==> src/rtl/ext_pkg.sv <==
// Mode encodings and the parameter legality helper shared by the
// immediate extender top level and its combinational core.
package ext_pkg;

  localparam logic [1:0] MODE_ZERO  = 2'b00;
  localparam logic [1:0] MODE_SIGN  = 2'b01;
  localparam logic [1:0] MODE_UPPER = 2'b10;
  localparam logic [1:0] MODE_BOFF  = 2'b11;

  function automatic bit params_ok(input int in_w, input int out_w, input int depth);
    return (in_w >= 1) && (out_w >= in_w + 2) && (depth >= 1) && (depth <= 3);
  endfunction

endpackage

==> src/rtl/imm_ext_core.sv <==
// Combinational immediate extension: (imm, mode) -> OUT_W-bit operand.
module imm_ext_core
  import ext_pkg::*;
#(
  parameter int IN_W  = 16,
  parameter int OUT_W = 32
) (
  input  logic [IN_W-1:0]  imm,
  input  logic [1:0]       mode,
  output logic [OUT_W-1:0] ext
);

  logic [OUT_W-1:0] zext;
  logic [OUT_W-1:0] sext;

  assign zext = {{(OUT_W-IN_W){1'b0}}, imm};
  assign sext = {{(OUT_W-IN_W){imm[IN_W-1]}}, imm};

  always_comb begin
    ext = zext;
    case (mode)
      MODE_ZERO:  ext = zext;
      MODE_SIGN:  ext = sext;
      // shifting the zero-extended value drops anything above OUT_W
      MODE_UPPER: ext = zext << IN_W;
      MODE_BOFF:  ext = sext << 2;
      default:    ext = zext;
    endcase
  end

endmodule

==> src/rtl/imm_extend_pipe.sv <==
// Pipelined immediate extender for the ID/EX boundary: DEPTH stages of
// {valid, mode, data} sharing one stall/flush enable.
module imm_extend_pipe
  import ext_pkg::*;
#(
  parameter int IN_W  = 16,
  parameter int OUT_W = 32,
  parameter int DEPTH = 1
) (
  input  logic             Clk,
  input  logic             Rst_n,
  input  logic [IN_W-1:0]  Imm_in,
  input  logic [1:0]       Mode_in,
  input  logic             Valid_in,
  input  logic             Stall,
  input  logic             Flush,
  output logic             Ready_out,
  output logic [OUT_W-1:0] Imm_out,
  output logic             Valid_out,
  output logic [1:0]       Mode_out
);

  if (!params_ok(IN_W, OUT_W, DEPTH)) begin : g_bad_params
    $error("imm_extend_pipe: illegal parameters IN_W=%0d OUT_W=%0d DEPTH=%0d",
           IN_W, OUT_W, DEPTH);
  end

  // index 0 is the combinational stage-1 input; 1..DEPTH are registers
  logic             vld_pipe  [DEPTH:0];
  logic [1:0]       mode_pipe [DEPTH:0];
  logic [OUT_W-1:0] data_pipe [DEPTH:0];

  imm_ext_core #(.IN_W(IN_W), .OUT_W(OUT_W)) u_core (
    .imm  (Imm_in),
    .mode (Mode_in),
    .ext  (data_pipe[0])
  );

  assign vld_pipe[0]  = Valid_in;
  assign mode_pipe[0] = Mode_in;

  for (genvar s = 1; s <= DEPTH; s++) begin : g_stage
    always_ff @(posedge Clk or negedge Rst_n) begin
      if (!Rst_n) begin
        vld_pipe[s]  <= 1'b0;
        mode_pipe[s] <= MODE_ZERO;
        data_pipe[s] <= '0;
      end else if (Flush) begin
        // flush outranks stall; data is left stale on purpose
        vld_pipe[s] <= 1'b0;
      end else if (!Stall) begin
        vld_pipe[s]  <= vld_pipe[s-1];
        mode_pipe[s] <= mode_pipe[s-1];
        data_pipe[s] <= data_pipe[s-1];
      end
    end
  end

  assign Ready_out = ~Stall;
  assign Valid_out = vld_pipe[DEPTH];
  assign Mode_out  = mode_pipe[DEPTH];
  assign Imm_out   = data_pipe[DEPTH];

endmodule

==> config.mk <==
export PLATFORM = sky130hd
export DESIGN_NAME = imm_extend_pipe
export DESIGN_NICKNAME = d
export VERILOG_FILES = /design/src/rtl/ext_pkg.sv /design/src/rtl/imm_ext_core.sv /design/src/rtl/imm_extend_pipe.sv
export SDC_FILE = /design/constraint.sdc
export NUM_CORES = 1
export LEC_CHECK = 0
export ABC_AREA = 1
export CAP_MARGIN = 20
export CORE_MARGIN = 1
export CORE_UTILIZATION = 40
export DETAILED_ROUTE_END_ITERATION = 8
export GPL_ROUTABILITY_DRIVEN = 0
export GPL_TIMING_DRIVEN = 0
export HOLD_SLACK_MARGIN = 0.08
export PLACE_DENSITY_LB_ADDON = 0.1
export SETUP_SLACK_MARGIN = 0.4
export SLEW_MARGIN = 20
export SYNTH_ARGS = -nofsm -noshare
export SYNTH_HDL_FRONTEND = slang
export SYNTH_SLANG_ARGS = --single-unit
==> constraint.sdc <==
create_clock -name Clk -period 0.8 [get_ports Clk]
set_input_delay 0.12 -clock Clk [delete_from_list [all_inputs] [get_ports Clk]]
set_output_delay 0.12 -clock Clk [all_outputs]
set_load 0.01 [all_outputs]
# == Word-level counts from Yosys, hierarchy flattened ==
# Index checks and enable logic that the tools add are counted.
# word_totals
reg_bits,35
latchBits,0
ram_bits,0
mem_bits_ro,0
inputBits,23
memories,0
# op_classes
addsub,0
mul,0
div,0
order_cmp,0
n_eq_ne,4
n_shift,0
mux,3
bitwise_logic,2
n_reduce_logical,2
# op_table
op,n
one-hot mux 32 bit (4 select lines),1
"equality test 2 bit, second input constant",2
"equality test 2 x 1 -> 1 bit, second input constant",1
logical NOT 2 bit,1
two-way mux 1 bit,2
"inequality test 2 x 1 -> 1 bit, second input constant",1
NOT 1 bit,2
AND reduction 2 bit,1

# == Depth between registers and ports, before layout ==
# logic_depth
word_depth,2
ltp_mapped,6

# == By module ==
# A second synthesis with hierarchy kept.
# unflattened
cells_unflattened,260
hier_area_um2,2058.2
# modules_own_cells
mod,instances,cells_per_inst,area_each_um2,seq_area_each_um2
imm_extend_pipe,1,186,1676.6,875.8
imm_ext_core,1,74,381.6,0.0

# == Worst setup path before layout ==
# Ideal clock, no wire load.
# synth_timing
path_type,input to register
from,input port Stall
to,"register data_pipe, in the netlist Imm_out[11]"
setup_ns,0.124
arrival_time_ns,0.689
required_ns,0.676
setup_slack_ns,-0.013
stages,6
cell_sequence,inv_2 -> nand2_2 -> buf_4 -> buf_4 -> nand2_1 -> nand3_1
# synth_via
elab_chain_len,2
# synth_rtl
element,line,text
start: declaration,imm_extend_pipe.sv:15,"input logic Stall,"
NOT 1 bit (no line),n/a,
AND reduction 2 bit (no line),n/a,
end signal: indexed assignment,imm_extend_pipe.sv:54,data_pipe[s] <= data_pipe[s-1];
end: declaration,imm_extend_pipe.sv:31,logic [OUT_W-1:0] data_pipe [DEPTH:0];
# No other way between the ends.
# A chain may end at the register's enable or synchronous reset.

# == Worst setup path in the final report ==
# layout_timing
from,"register data_pipe, in the netlist Imm_out[7]"
to,output port Imm_out[7]
# layout_lines
element,line,text
end: declaration,imm_extend_pipe.sv:18,"output logic [OUT_W-1:0] Imm_out,"
# No word-level cell between the ends.

==> key figures <==
Setup path
  – FF-to-FF setup slack: -40 ps
  – Crit path capture type: output pin
  – CP arrival: 930 ps
  – CP Class: reg -> out
  – Max FO, Critical Path: 2
  – WP data required: 680 ps
  – Critical Path Start Type: flop

Timing
  – Worst setup margin: -247 ps
  – Least-Margin Pin Slew: 276 ps
  – Max Freq: 955 MHz
  – Fin. max-slew vios: 0
  – Crit path time final: 1050 ps
  – Worst hold slack: -304 ps
  – RSZ-0062 raised after global routing: true
  – Final Setup Violations: 41
  – Period utilisation layout: 131%
  – Final Hold Vio Count: 35
  – Rel. slew slack: roughly four fifths
  – Worst clock skew: 0 ps

GRT
  – Largest net degree at the start of global routing: 26
  – Number of global-route vias before repair: 1,723
  – Number of antenna violations at the first check in global routing: 0
  – Gr usage total: 20.6%
  – Global-route wire length before repair: 7870 µm
  – Total gr overflow: 0

Drt
  – Initial DRC Count: 106
  – Detailed Route WL: between 4000 and 5000 µm
  – DRT antenna net count: 0
  – Avg Vias per Cell: 4.65
  – Drt wl/cell: 12.9 µm
  – Drt drc: 0
  – DR vias: about 1,700
  – First-pass DRT Iterations: 4

Power
  – Power density cells: 1840 nW/µm²
  – Seq pwr share: 36.5%
  – VDD IR max: 1.39 mV
  – Clock power frac: 26.3%
  – P_int: ~4.4 mW
  – Lkg Pwr: 1.60 nW
  – Switch share: 27.4%
  – Tot Pwr: about 6.0 mW
  – NetSw: 1.64 mW
  – Comb power frac: 37.2%

Floorplan
  – Rows: 24
  – Initial Utilization: between 40% and 50%
  – Die height: 69.3 µm
  – Num ports: 59
  – Die W: a little under 70 µm
  – Die area: 4810 µm²
  – Core Region: 4350 µm²

Yosys
  – Synthesis-stage register bit count: 35
  – Synth Net Count: 238
  – Syn Std Cell Area: 1810 µm²
  – Post-Syn Area per Cell: 8.44 µm²
  – Sequential share of the synthesized area: 48.3%
  – Library cells used by synthesis: 15
  – Yosys warns: 0
  – Mapped Cells: 215

Worst hold path
  – Hold Path Class: in -> async

Clock network
  – Clock transition at path regs: 80 ps
  – Sink Count: 35
  – CTS tree: built
  – Max Buffers Root-to-Sink: 2
  – Worst-Skew Late Latency: 280 ps
  – Num CTS Buffers: 5
  – CTS H-Tree Depth: 2
  – CTS Root Cell: clkbuf_8

Status
  – Failing checks: hold timing, setup timing
  – Status: complete, but fails checks

Final layout
  – Final core utilization: 75.1%
  – Antenna Cells: 0
  – Syn-to-layout area delta: 80.2%
  – Nets: 334
  – Share of layout cells above drive strength 1: 53.2%

Placed design
  – Final HPWL DP: 3010 µm
  – PortBufs: 58

Run
  – # Max-Cap Violations: 0
==> critical path, stage by stage, from the launching register on <==
cell     delay [ps]
dfrtp_1         410
buf_6           130
buf_6           110
==> cell usage after synthesis <==
cell type / n / share of area, %
o21ai_0: 1 / 0.28
nand2_1: 61 / 13
nand3_1: 28 / 7.7
inv_2: 4 / 0.83
inv_1: 3 / 0.62
buf_4: 35 / 14
nor2_4: 2 / 1.2
a21oi_2: 10 / 4.8
a21oi_1: 4 / 1.1
buf_6: 2 / 1.2
nor2_1: 24 / 5.0
dfrtp_1: 35 / 48
buf_2: 4 / 1.1
nand2_2: 1 / 0.35
nor2_2: 1 / 0.35
==> cell type report <==
class,instances,area [µm²]
fill,308,1080
timing repair buffer,89,963
sequential,35,876
multi-input combinational,132,743
buffer,41,462
clock buffer,5,68.8
tap,52,65.1
inverter,7,47.5
clock inverter,3,43.8
==> registers in the layout, indices dropped and copies added, names as in the netlist <==
name / count
Mode_out: 2
Valid_out: 1
Imm_out: 32
==> final timing paths <==
kind | start | cells past startpoint | end
min in group Clk | Imm_in[15] | 3 | Imm_out[31]$_DFFE_PN0P_
max in group asynchronous | Rst_n | 2 | Imm_out[8]$_DFFE_PN0P_
hold reg to reg | Mode_out[0]$_DFFE_PN0P_ | 2 | Mode_out[0]$_DFFE_PN0P_
setup reg to reg | Imm_out[7]$_DFFE_PN0P_ | 4 | Imm_out[7]$_DFFE_PN0P_
setup / recovery | Imm_out[7]$_DFFE_PN0P_ | 2 | Imm_out[7]
hold / removal | Rst_n | 1 | Imm_out[27]$_DFFE_PN0P_
==> metal layers <==
layer | global-route usage (%) | vias up | wire length, µm
li1 | - | 839 | -
met1 | 27.6 | 793 | 2070
met2 | 32.7 | 52 | 2310
met3 | 4.94 | 7 | 218
met4 | 7.26 | 0 | 73
met5 | 0 | - | 0
==> placed cells by master (no fill, tap or decap) <==
master / netlist / routed
inv_1: 3 / 2
clkinv_4: 0 / 1
nor2_2: 1 / 5
clkbuf_4: 0 / 1
clkdlybuf4s50_1: 0 / 11
buf_12: 0 / 4
bufinv_16: 0 / 1
dfrtp_1: 35 / 35
dlymetal6s2s_1: 0 / 1
inv_2: 4 / 3
buf_6: 2 / 89
clkinv_2: 0 / 1
a21oi_2: 10 / 10
nor2_1: 24 / 13
inv_16: 0 / 1
nand3_2: 0 / 4
buf_16: 0 / 1
buf_4: 35 / 10
nand2_2: 1 / 7
clkbuf_8: 0 / 5
buf_2: 4 / 6
buf_8: 0 / 3
nand2_1: 61 / 51
a21oi_1: 4 / 4
o21ai_0: 1 / 1
nor2_4: 2 / 9
nand2_8: 0 / 1
dlygate4sd2_1: 0 / 4
nand2_4: 0 / 3
inv_6: 0 / 1
nand3_1: 28 / 24
==> power groups by stage <==
| stage | logic (mW) | registers [mW] | clock network [mW] |
|---|---|---|---|
| finish | 2.23 | 2.19 | 1.58 |
| global route | 2.39 | 2.22 | 1.69 |
| CTS | 2.03 | 2.18 | 1.60 |
| detailed placement | 1.70 | 2.21 | 0 |
| global placement | 1.67 | 2.21 | 0 |
| floorplan | 0.952 | 2.18 | 0 |
==> per-stage QoR <==
step | area, µm² | instances | setup slack, ps | setup TNS (ps) | hold slack, ps
floorplan | 1990 | 215 | 106 | 0 | -176
global placement | 2640 | 325 | -1170 | -76250 | 479
detailed placement | 2660 | 326 | -789 | -35750 | 10.5
CTS | 3060 | 352 | -243 | -7730 | -296
global route | 3270 | 364 | -275 | -9200 | -292
finish | 3270 | 364 | -247 | -7920 | -304
==> cell families (layout without fill, tap and decap cells) <==
logic type	Yosys count	count (layout)	share of synthesized area, %
buffers and inverters	48	145	18.3
and+or+nand+nor	117	117	27.2
DFF	35	35	48.3
AOI/OAI and AO/OA	15	15	6.21
==> repair_timing <==
| item | CTS | global route |
|---|---|---|
| buffers inserted | 16 | 12 |
| gates cloned | 2 | 0 |
| hold endpoints to repair | 35 | 35 |
| endpoints found under the setup margin | 71 | 71 |
| gates resized for setup | 241 | 31 |
| pin swaps | 35 | 10 |
No activity file was read; power rests on OpenSTA's default activity.
